$ cat config.mk
export PLATFORM = sky130hd
export DESIGN_NAME = bitserial_mac_ctrl
export DESIGN_NICKNAME = d
export VERILOG_FILES = /design/src/rtl/qracc_pkg.sv /design/src/rtl/bsmac_piso.sv /design/src/rtl/bitserial_mac_ctrl.sv
export SDC_FILE = /design/constraint.sdc
export NUM_CORES = 2
export LEC_CHECK = 0
export CAP_MARGIN = 20
export CORE_AREA = 8 8 649 651
export DETAILED_ROUTE_END_ITERATION = 10
export DIE_AREA = 0 0 657 659
export GPL_TIMING_DRIVEN = 0
export HOLD_SLACK_MARGIN = 0.1
export PLACE_DENSITY = 0.32
export SYNTH_ARGS = -nofsm -noshare
export SYNTH_HDL_FRONTEND = slang
export SYNTH_SLANG_ARGS = --single-unit
$ cat constraint.sdc
create_clock -name clk -period 2.4 [get_ports clk]
set_clock_uncertainty 0.1 [all_clocks]
set_input_delay 0.24 -clock clk [delete_from_list [all_inputs] [get_ports clk]]
set_output_delay 0.24 -clock clk [all_outputs]
set_load 0.005 [all_outputs]
$ cat src/rtl/qracc_pkg.sv
// ---------------------------------------------------------------------------
// qracc_pkg
// Shared types and helpers for the QR charge-domain accelerator slice.
//   bsmac_state_e  : sequencer states of bitserial_mac_ctrl
//   BSMAC_MIN_BITS : smallest activation precision the sequencer will run
//   bsmac_sext     : sign-extend the low `bits` bits of a value to 64 bits
//   bsmac_sat      : clamp a signed value into the signed `bits`-bit range
// ---------------------------------------------------------------------------
package qracc_pkg;

  typedef enum logic [1:0] {
    IDLE  = 2'd0,
    ISSUE = 2'd1,
    WAIT  = 2'd2,
    HOLD  = 2'd3
  } bsmac_state_e;

  // Precision 1 would leave only a sign plane, so the floor is 2.
  localparam int BSMAC_MIN_BITS = 2;

  // Valid for 1 <= bits <= 64.
  function automatic logic signed [63:0] bsmac_sext(input logic [63:0] v,
                                                    input int          bits);
    logic signed [63:0] t;
    t = $signed(v << (64 - bits));
    return t >>> (64 - bits);
  endfunction

  // Valid for 1 <= bits <= 63.
  function automatic logic signed [63:0] bsmac_sat(input logic signed [63:0] v,
                                                   input int                 bits);
    logic signed [63:0] hi;
    logic signed [63:0] lo;
    hi = (64'sd1 <<< (bits - 1)) - 64'sd1;
    lo = -(64'sd1 <<< (bits - 1));
    if (v > hi) begin
      return hi;
    end
    if (v < lo) begin
      return lo;
    end
    return v;
  endfunction

endpackage

$ cat src/rtl/bsmac_piso.sv
// ---------------------------------------------------------------------------
// bsmac_piso
// Holds one activation vector and presents a single bit-plane of it on the
// differential array drive. The sign plane goes out on data_n (negative
// weight), all other planes on data_p.
//   clk, nrst   : clock, synchronous active-low reset
//   load_i      : capture data_i (one vector, lanes of maxInputBits bits)
//   en_i        : drive the selected plane; both drives are 0 when low
//   sign_i      : selected plane is the sign plane
//   bit_idx_i   : plane index within each lane
//   data_p_o    : positive plane drive, one bit per lane
//   data_n_o    : negative plane drive, one bit per lane
// ---------------------------------------------------------------------------
module bsmac_piso #(
  parameter int maxInputBits  = 8,
  parameter int inputElements = 128,
  localparam int CW = (maxInputBits > 1) ? $clog2(maxInputBits) : 1
) (
  input  logic                                  clk,
  input  logic                                  nrst,
  input  logic                                  load_i,
  input  logic [inputElements*maxInputBits-1:0] data_i,
  input  logic                                  en_i,
  input  logic                                  sign_i,
  input  logic [CW-1:0]                         bit_idx_i,
  output logic [inputElements-1:0]              data_p_o,
  output logic [inputElements-1:0]              data_n_o
);

  logic [inputElements*maxInputBits-1:0] data_q;
  logic [inputElements*maxInputBits-1:0] data_d;

  always_comb begin
    data_d = load_i ? data_i : data_q;
  end

  // NOTE: clocked state uses non-blocking assignments so every flop samples
  // the pre-edge value of its inputs regardless of process ordering.
  always_ff @(posedge clk) begin
    if (!nrst) begin
      data_q <= '0;
    end else begin
      data_q <= data_d;
    end
  end

  always_comb begin
    logic [maxInputBits-1:0] lane;
    logic                    plane_bit;
    data_p_o = '0;
    data_n_o = '0;
    for (int i = 0; i < inputElements; i++) begin
      lane      = data_q[i*maxInputBits +: maxInputBits];
      plane_bit = lane[bit_idx_i] & en_i;
      data_p_o[i] = plane_bit & ~sign_i;
      data_n_o[i] = plane_bit &  sign_i;
    end
  end

endmodule

$ cat src/rtl/bitserial_mac_ctrl.sv
// ---------------------------------------------------------------------------
// bitserial_mac_ctrl
// Runtime-precision bit-serial MAC sequencer. Takes one vector of two's-
// complement activations, issues it MSB-first one bit-plane per cycle to the
// charge-domain array, shift-adds the signed per-column ADC codes, and holds
// the result on a valid/ready output until it is taken.
//
// Build option: define BITSERIAL_MAC_SAT_EN to saturate results to the signed
// outBits range; otherwise results are the wrapped low outBits bits.
//
// Ports
//   clk, nrst     : clock, synchronous active-low reset
//   cfg_n_bits_i  : activation precision, sampled at the input handshake
//   in_data_i     : activations, LSB-aligned per lane, sign in bit n-1
//   in_valid_i    : input valid
//   in_ready_o    : input ready (IDLE only)
//   mac_en_o      : array evaluate strobe
//   data_p_o      : positive bit-plane drive
//   data_n_o      : negative bit-plane drive (sign plane)
//   adc_i         : signed per-column ADC codes, adcLatency after mac_en_o
//   out_data_o    : signed per-column results
//   out_valid_o   : result valid (HOLD)
//   out_ready_i   : result ready
//   busy_o        : any state other than IDLE
// ---------------------------------------------------------------------------
module bitserial_mac_ctrl
  import qracc_pkg::*;
#(
  parameter int maxInputBits   = 8,
  parameter int inputElements  = 128,
  parameter int outputElements = 32,
  parameter int adcBits        = 4,
  parameter int adcLatency     = 1,
  parameter int outBits        = 8
) (
  input  logic                                  clk,
  input  logic                                  nrst,
  input  logic [$clog2(maxInputBits+1)-1:0]     cfg_n_bits_i,
  input  logic [inputElements*maxInputBits-1:0] in_data_i,
  input  logic                                  in_valid_i,
  output logic                                  in_ready_o,
  output logic                                  mac_en_o,
  output logic [inputElements-1:0]              data_p_o,
  output logic [inputElements-1:0]              data_n_o,
  input  logic [outputElements*adcBits-1:0]     adc_i,
  output logic [outputElements*outBits-1:0]     out_data_o,
  output logic                                  out_valid_o,
  input  logic                                  out_ready_i,
  output logic                                  busy_o
);

  localparam int accBits = adcBits + maxInputBits;
  localparam int NBW     = $clog2(maxInputBits + 1);
  localparam int CW      = (maxInputBits > 1) ? $clog2(maxInputBits) : 1;
  localparam int WW      = $clog2(adcLatency + 1);

  bsmac_state_e state_q, state_d;

  logic [NBW-1:0]        n_q, n_d;
  logic [CW-1:0]         cnt_q, cnt_d;
  logic [WW-1:0]         wait_cnt_q, wait_cnt_d;
  logic [adcLatency-1:0] pipe_vld_q, pipe_vld_d;
  logic [adcLatency-1:0] pipe_first_q, pipe_first_d;

  logic signed [accBits-1:0] acc_q [outputElements];
  logic signed [accBits-1:0] acc_d [outputElements];

  logic           accept;
  logic           issue_sign;
  logic [NBW-1:0] n_clamped;

  assign accept = in_valid_i && in_ready_o;

  always_comb begin
    if (cfg_n_bits_i < NBW'(BSMAC_MIN_BITS)) begin
      n_clamped = NBW'(BSMAC_MIN_BITS);
    end else if (cfg_n_bits_i > NBW'(maxInputBits)) begin
      n_clamped = NBW'(maxInputBits);
    end else begin
      n_clamped = cfg_n_bits_i;
    end
  end

  // ---------------- FSM: state register ----------------
  always_ff @(posedge clk) begin
    if (!nrst) begin
      state_q <= IDLE;
    end else begin
      state_q <= state_d;
    end
  end

  // ---------------- FSM: next state ----------------
  always_comb begin
    state_d = state_q;
    case (state_q)
      IDLE:    if (accept)                               state_d = ISSUE;
      ISSUE:   if (cnt_q == '0)                          state_d = WAIT;
      WAIT:    if (wait_cnt_q == WW'(adcLatency - 1))    state_d = HOLD;
      HOLD:    if (out_ready_i)                          state_d = IDLE;
      default:                                           state_d = IDLE;
    endcase
  end

  // ---------------- FSM: outputs ----------------
  // NOTE: every signal written here gets a default before the case so no
  // path leaves it unassigned, which would otherwise infer a latch.
  always_comb begin
    in_ready_o  = 1'b0;
    mac_en_o    = 1'b0;
    out_valid_o = 1'b0;
    busy_o      = 1'b1;
    case (state_q)
      IDLE: begin
        in_ready_o = 1'b1;
        busy_o     = 1'b0;
      end
      ISSUE:   mac_en_o    = 1'b1;
      HOLD:    out_valid_o = 1'b1;
      default: ;
    endcase
  end

  // The first plane issued is the sign plane (index n-1).
  assign issue_sign = mac_en_o && (NBW'(cnt_q) == n_q - NBW'(1));

  // ---------------- counters and ADC alignment pipe ----------------
  always_comb begin
    n_d        = n_q;
    cnt_d      = cnt_q;
    wait_cnt_d = wait_cnt_q;
    if (accept) begin
      n_d   = n_clamped;
      cnt_d = CW'(n_clamped - NBW'(1));
    end else if (state_q == ISSUE && cnt_q != '0) begin
      cnt_d = cnt_q - CW'(1);
    end
    if (state_q == WAIT) begin
      wait_cnt_d = wait_cnt_q + WW'(1);
    end else begin
      wait_cnt_d = '0;
    end
    // The flags ride alongside each issued plane so the matching ADC sample
    // is recognised exactly adcLatency cycles later.
    pipe_vld_d   = (pipe_vld_q   << 1) | adcLatency'(mac_en_o);
    pipe_first_d = (pipe_first_q << 1) | adcLatency'(issue_sign);
  end

  // ---------------- shift-add accumulators ----------------
  always_comb begin
    logic signed [accBits-1:0] adc_sext;
    for (int c = 0; c < outputElements; c++) begin
      acc_d[c] = acc_q[c];
      adc_sext = accBits'(bsmac_sext(64'(adc_i[c*adcBits +: adcBits]), adcBits));
      if (pipe_vld_q[adcLatency-1]) begin
        if (pipe_first_q[adcLatency-1]) begin
          acc_d[c] = adc_sext;
        end else begin
          acc_d[c] = (acc_q[c] <<< 1) + adc_sext;
        end
      end
    end
  end

  // NOTE: the accumulator array is reset explicitly because out_data_o is
  // driven straight from it and must read zero out of reset; an unreset
  // array would leave the output undefined until the first job.
  always_ff @(posedge clk) begin
    if (!nrst) begin
      n_q          <= NBW'(BSMAC_MIN_BITS);
      cnt_q        <= '0;
      wait_cnt_q   <= '0;
      pipe_vld_q   <= '0;
      pipe_first_q <= '0;
      for (int c = 0; c < outputElements; c++) begin
        acc_q[c] <= '0;
      end
    end else begin
      n_q          <= n_d;
      cnt_q        <= cnt_d;
      wait_cnt_q   <= wait_cnt_d;
      pipe_vld_q   <= pipe_vld_d;
      pipe_first_q <= pipe_first_d;
      for (int c = 0; c < outputElements; c++) begin
        acc_q[c] <= acc_d[c];
      end
    end
  end

  // ---------------- output narrowing ----------------
  always_comb begin
    out_data_o = '0;
    for (int c = 0; c < outputElements; c++) begin
`ifdef BITSERIAL_MAC_SAT_EN
      out_data_o[c*outBits +: outBits] = outBits'(bsmac_sat(64'(acc_q[c]), outBits));
`else
      out_data_o[c*outBits +: outBits] = outBits'(acc_q[c]);
`endif
    end
  end

  // ---------------- bit-plane source ----------------
  bsmac_piso #(
    .maxInputBits  (maxInputBits),
    .inputElements (inputElements)
  ) u_piso (
    .clk       (clk),
    .nrst      (nrst),
    .load_i    (accept),
    .data_i    (in_data_i),
    .en_i      (mac_en_o),
    .sign_i    (issue_sign),
    .bit_idx_i (cnt_q),
    .data_p_o  (data_p_o),
    .data_n_o  (data_n_o)
  );

endmodule

# Yosys cells after proc, flatten, opt, wreduce, memory -nomap -nowiden
# Memories as Yosys holds them, arrays and structs flattened.
# Index checks and enable logic that the tools add are counted.
[word_totals] ff_bits=1036 mem_bits_rw=384 output_inout_bits=516 elab_cells=848 mem_count=1
[classes] n_addsub=36 order_cmp=3 n_eq_ne=8 muxes=367 bitwise_logic=417 reduce_logical=9
[memory_table] memory="acc_q" depth=32 word_bits=12 read_ports=32 rd_clocked_by_memory_dff=0 wr=32 line_no="bitserial_mac_ctrl.sv:65" text="logic signed [accBits-1:0] acc_q [outputElements];"
[op_table] operator="2-to-1 mux 12 bit" n=96
[op_table] operator="adder 12 x 4 -> 12 bit" n=32
[op_table] operator="bitwise AND 1 bit" n=384
[op_table] operator="binary-select mux 1 bit (select 3 bit)" n=128
[op_table] operator="2-to-1 mux 1 bit" n=134
[op_table] operator="bitwise OR 1 bit" n=32
[op_table] operator="2-to-1 mux 2 bit" n=4
[op_table] operator="2-to-1 mux 4 bit" n=2
[op_table] operator="case mux 2 bit (4 select lines)" n=1
[op_table] operator="2-to-1 mux 3 bit" n=2
[op_table] operator="inequality test 2 bit, second input constant" n=3
[op_table] operator="subtractor 3 x 1 -> 3 bit, second input constant" n=2
[op_table] operator="== test 2 bit, second input constant" n=2
[op_table] operator="== test 3 x 4 -> 1 bit" n=1
[op_table] operator="greater-than comparator 4 bit, second input constant" n=1
[op_table] operator="< comparator 3 x 4 -> 1 bit, second input constant" n=1
[op_table] operator="< comparator 4 x 2 -> 1 bit, second input constant" n=1
[op_table] operator="AND reduction 4 bit" n=1
[op_table] operator="subtractor 4 x 1 -> 4 bit, second input constant" n=1
[op_table] operator="logical AND 1 bit" n=3
[op_table] operator="logical NOT 3 bit" n=1
[op_table] operator="nonzero test 3 bit" n=1
[op_table] operator="== test 2 x 1 -> 1 bit, second input constant" n=1
[op_table] operator="logical NOT 2 bit" n=1
[op_table] operator="5 further kinds" n=5

# Logic depth before layout (Yosys ltp)
[depth] depth_word=5 depth_mapped=11 ltp_nobuf=9

# Hierarchy
# A second synthesis with hierarchy kept.
[hier_totals] hier_cells=6741 area_unflattened_um2=67802.5
[by_module_without_submodules] module="bsmac_piso" instances=1 cells_each=4471 area_each_um2=47797.1 seq_area_each_um2=20499.7
[by_module_without_submodules] module="bitserial_mac_ctrl" instances=1 cells_each=2270 area_each_um2=20005.4 seq_area_each_um2=5365.1

# Worst setup path after synthesis
# Ideal clock, no wire load.
[synth_timing] path_type="register to register" startpoint="register state_q[0]" endpoint="register cnt_q[2]" setup_ps=115 t_arrival_ps=2281 t_required_ps=2185 setup_slack_ps=-95 stages_incl_launch_ff=12 path_buffers=3 synth_period_minus_slack_ps=2495 path_cell_list="dfxtp_1 > inv_1 > ha_1 > nand2_1 > clkbuf_1 > clkbuf_1 > buf_2 > a21oi_1 > ha_1 > a21oi_1 > a311oi_1 > o21a_1"
[synth_between] elab_chain_len=4
[synth_lines] item="from (decl)" line_no="bitserial_mac_ctrl.sv:57" text="bsmac_state_e state_q, state_d;"
[synth_lines] item="from (signal assigned)" line_no="bitserial_mac_ctrl.sv:89" text="state_q <= state_d;"
[synth_lines] item="logical NOT 2 bit *" line_no="bitserial_mac_ctrl.sv:113" text="case (state_q)"
[synth_lines] item="2-to-1 mux 1 bit *" line_no="bitserial_mac_ctrl.sv:113"
[synth_lines] item="net in_ready_o" line_no="bitserial_mac_ctrl.sv:41" text="output logic in_ready_o,"
[synth_lines] item="logical AND 1 bit *" line_no="bitserial_mac_ctrl.sv:72" text="assign accept = in_valid_i && in_ready_o;"
[synth_lines] item="2-to-1 mux 3 bit or nonzero test 2 bit (tied branches)"
[synth_lines] item="to (signal assigned)" line_no="bitserial_mac_ctrl.sv:180" text="cnt_q <= cnt_d;"
[synth_lines] item="to (decl)" line_no="bitserial_mac_ctrl.sv:60" text="logic [CW-1:0] cnt_q, cnt_d;"
# The timed path passes the listed nets; every way through them passes the cells marked *.
# A chain may end at the register's enable or synchronous reset.

# Worst setup path in the final report
[layout_timing] startpoint="register cnt_q[0]" endpoint="output data_p_o[41]"
[layout_between] elab_chain_len=4
[layout_lines] item="binary-select mux 1 bit (select 3 bit) or == test 3 x 4 -> 1 bit (tied branches)" line_no="bsmac_piso.sv:54, bitserial_mac_ctrl.sv:125"
[layout_lines] item="2-to-1 mux 1 bit (implied by the code) or logical AND 1 bit (tied branches)" line_no="bsmac_piso.sv:54, bitserial_mac_ctrl.sv:125"
[layout_lines] item="bitwise AND 1 bit or inverter 1 bit (tied branches)" line_no="bsmac_piso.sv:54, bsmac_piso.sv:55"
[layout_lines] item="bitwise AND 1 bit *" line_no="bsmac_piso.sv:55" text="data_p_o[i] = plane_bit & ~sign_i;"
[layout_lines] item="to (decl)" line_no="bitserial_mac_ctrl.sv:43" text="output logic [inputElements-1:0] data_p_o,"
# Mark *: on every way between the ends. The rest lies on a longest branch, timed or not. The select of a mux whose other input is x is not followed.

==> impl_results.md <==
* Fin cells at 16,540
* Failing checks: negative setup slack
* Required @ worst endpoint at 2.06 ns
* Slew Limit Headroom at 20.9%
* Post-DP HPWL at 385 mm
* Vias at 71,544
* Hold/Removal Path Class: primary input to flip-flop
* Count leader, synth: nand2_1
* Placed Area at 0.0903 mm^2
* Met2 routed WL at 226 mm
* Total Power at 105 mW
* RSZ-0062 raised after global routing: yes
* EDFF count, synth at 0
* Final wirelength at 475 mm
* Vias/cell at 4.33
* CTS H-Tree Depth at 4
* Kind of critical path: flip-flop to output port
* Most used DFF post-synth: dfxtp_1
* Placeable core area at 0.411 mm^2
* Unique cell type count in the Yosys netlist at 49
* CP arrival at 3.25 ns
* Post-Syn Area at 0.0663 mm^2
* Synth top area cells: dfxtp_1 (39%), nand2_1 (13%), a21boi_0 (11%), mux4_2 (8.7%), ha_1 (3.7%)
* Wire per inst at 28.7 um
* Final #Nets at 12,184
* Synth area leader: dfxtp_1
* Starting Density at 16.1%
* # port buffers at 1,674
* Clk buf depth at 4
* Syn_nets at 8,968
* Final Hold Viols at 0
* DRC viols at 0
* Max rail drop VDD at 0.636 mV
* Post-Syn Area per Cell at 8.75 um^2
* Top sig layer: met5
* Crit path max-delay family: buffers and inverters
* GP Congestion at 0.869
* CTS clk-pin slew, worst paths at 0.06 ns
* Setup-failing EPs final at 1,433
* Final ANT Viol Nets at 0
* Row Count at 236
* Status: finished with violations
* Clk Latency, worst-skew pair at 0.90 ns
* Initial antenna violation count at 311
* Final min period at 3.59 ns
* Sequential area share after synthesis at 39.0%
* Initial DRT Pass Iterations at 5
* Synth Register Bits at 1,292
* Layout cells sized above 1 at 13.6%
* Post-layout instance area at 0.113 mm^2
* Final worst slack at -1.19 ns
* Post-synth top cells: nand2_1 (2,309), dfxtp_1 (1,292), a21boi_0 (965)
* Metal-1 WL at 208 mm
* Max Clock Freq at 0.279 GHz
* Die Footprint at 0.433 mm^2
* Root buf cell: clkbuf_16
* Cts bufs inserted at 182
* Async set-reset flop share out of synthesis at 0%
* Synth-to-Final Area Change at 69.8%
* Yosys top cell area share at 39.0%
* CP endpoint kind: output port
* Routed wl met3 at 22.7 mm
* Cell-by-cell trace of the critical path: buf_12 -> buf_16 -> buf_8 -> buf_16 -> buf_12 -> mux4_2 -> mux2_4 -> nand2_4 -> buf_6 -> buf_6 -> nor2_1 -> buf_2
* Syn Inst Count at 7,578
* Slowest CP cell: mux4_2
* Worst Setup Start Kind: flip-flop
* Cell Pwr Density at 933 mW/mm^2
* CP Max Fanout at 7
* Gr usage total at 20.7%
* Total gr overflow at 0
* Leak Pwr at 44.0 nW
* CTS sink count at 1,292
* Initial DRC Count at 4,490
* Buf/Inv on CP at 8
* Crit-path max cell delay at 0.50 ns
* Final Slew Violations at 0
* First-pass GRT wire length at 632 mm
* Number of global-route vias before repair at 73,192
* Die Y at 659 um
* Final period utilization at 150%
* IO Pins at 1,676
* Largest net degree at the start of global routing at 17
* Syn. warnings at 0
* Post-placement cell count at 14,749
* Max-cap viol count at 0
* Die W at 657 um
* Worst Tran Pin Value at 1.19 ns
* CTS tree: done
-- area by class of cell --
type                       instances  area, um^2
tap                             5474        6850
clock inverter                    45         549
inverter                         135         509
timing repair buffer            3032       30500
fill                           44321      298000
sequential                      1292       25900
clock buffer                     278        5350
buffer                           575        3730
multi-input combinational       5576       39000
antenna                          133         333
-- what timing repair did --
| action | in CTS | in global routing |
|---|---|---|
| hold buffers | 1119 | 0 |
| setup endpoints to repair | 1572 | 1564 |
| endpoints found under the hold margin | 1119 | 0 |
| gates cloned | 6 | 13 |
| resized for setup | 664 | 689 |
| setup buffers | 53 | 152 |
| pin swaps | 16 | 18 |
-- path summary, 6_finish.rpt --
kind	from	endpoint	slack (ns)	depth (start not counted)
max	cnt_q[0]	data_p_o[41]	-1.19	12
min	in_data_i[659]	u_piso.data_q[659]	0.15	3
max reg2reg	pipe_vld_q	acc_q[1][109]	-1.04	7
min reg2reg	u_piso.data_q[10]	u_piso.data_q[10]	0.35	2
-- sequential cells by signal (all words and copies together), names as in the netlist --
signal         count
wait_cnt_q         1
pipe_vld_q         1
pipe_first_q       1
n_q                4
state_q            2
acc_q            256
cnt_q              3
u_piso.data_q   1024
-- metal layers --
layer  GRT usage [%]  up-vias
met5               0        -
met4            6.25       52
met3            3.31      827
met2            35.9     2275
met1            26.3    35486
li1                -    32904
-- power breakdown --
part / leakage [nW] / switching [mW] / internal, mW
clock network: 2.90 / 11.5 / 16.1
logic: 30.5 / 27.8 / 21.0
registers: 10.6 / 2.90 / 25.6
-- per-stage QoR --
stage / setup WS [ns] / hold WS [ns] / TNS, ns / util [%]
finish: -1.19 / 0.146 / -589.16 / 27.4
global route: -1.31 / 0.131 / -809.34 / 27.4
CTS: -1.43 / 0.106 / -1303.21 / 26.6
detailed placement: -1.99 / 0.345 / -1287.34 / 22.0
global placement: -3.24 / 0.341 / -2041.81 / 21.9
floorplan: 0.0695 / 0.276 / 0 / -
-- cell usage in the layout (no fill, tap or decap), types with 40 or more instances in the layout --
cell,n
a21boi_0,965
a21oi_1,164
buf_16,40
buf_2,97
buf_4,142
buf_6,80
clkbuf_1,449
clkbuf_16,202
clkbuf_2,74
clkbuf_8,44
clkdlybuf4s50_1,1428
dfxtp_1,1288
diode_2,133
dlygate4sd3_1,1119
dlymetal6s2s_1,103
ha_1,194
inv_1,133
mux2_4,96
mux2i_1,72
mux4_2,256
nand2_1,2195
nand2_4,66
nor2_1,332
nor2_2,40
nor2b_1,107
nor3_1,61
nor3b_1,61
nor4b_1,61
o211a_1,58
o211ai_1,57
o21a_1,91
o21ai_0,84
o221a_2,87
o221ai_1,60
xnor2_1,63
-- worst register-to-register path, stage by stage (launching register included) --
cell and delay [ns]:
dfxtp_1 0.31, clkbuf_1 0.63, buf_2 0.47, clkbuf_1 0.41, buf_8 0.23, clkbuf_1 0.88, nand2_1 0.14, o211a_1 0.16
-- cells by family (layout without fill, tap and decap cells) --
kind of cell | Yosys count | count (layout) | share of synthesized area (%)
AO/OA/AOI/OAI | 1723 | 1723 | 19.5
AND/OR/NAND/NOR | 3098 | 3098 | 19.5
adder cells (fa/ha/maj) | 230 | 230 | 4.70
multiplexers | 456 | 456 | 12.0
XOR/XNOR | 69 | 69 | 0.911
flip-flops | 1292 | 1292 | 39.0
buffers and inverters | 710 | 4065 | 4.44
other | 0 | 133 | 0
No activity file was read; power rests on OpenSTA's default activity.
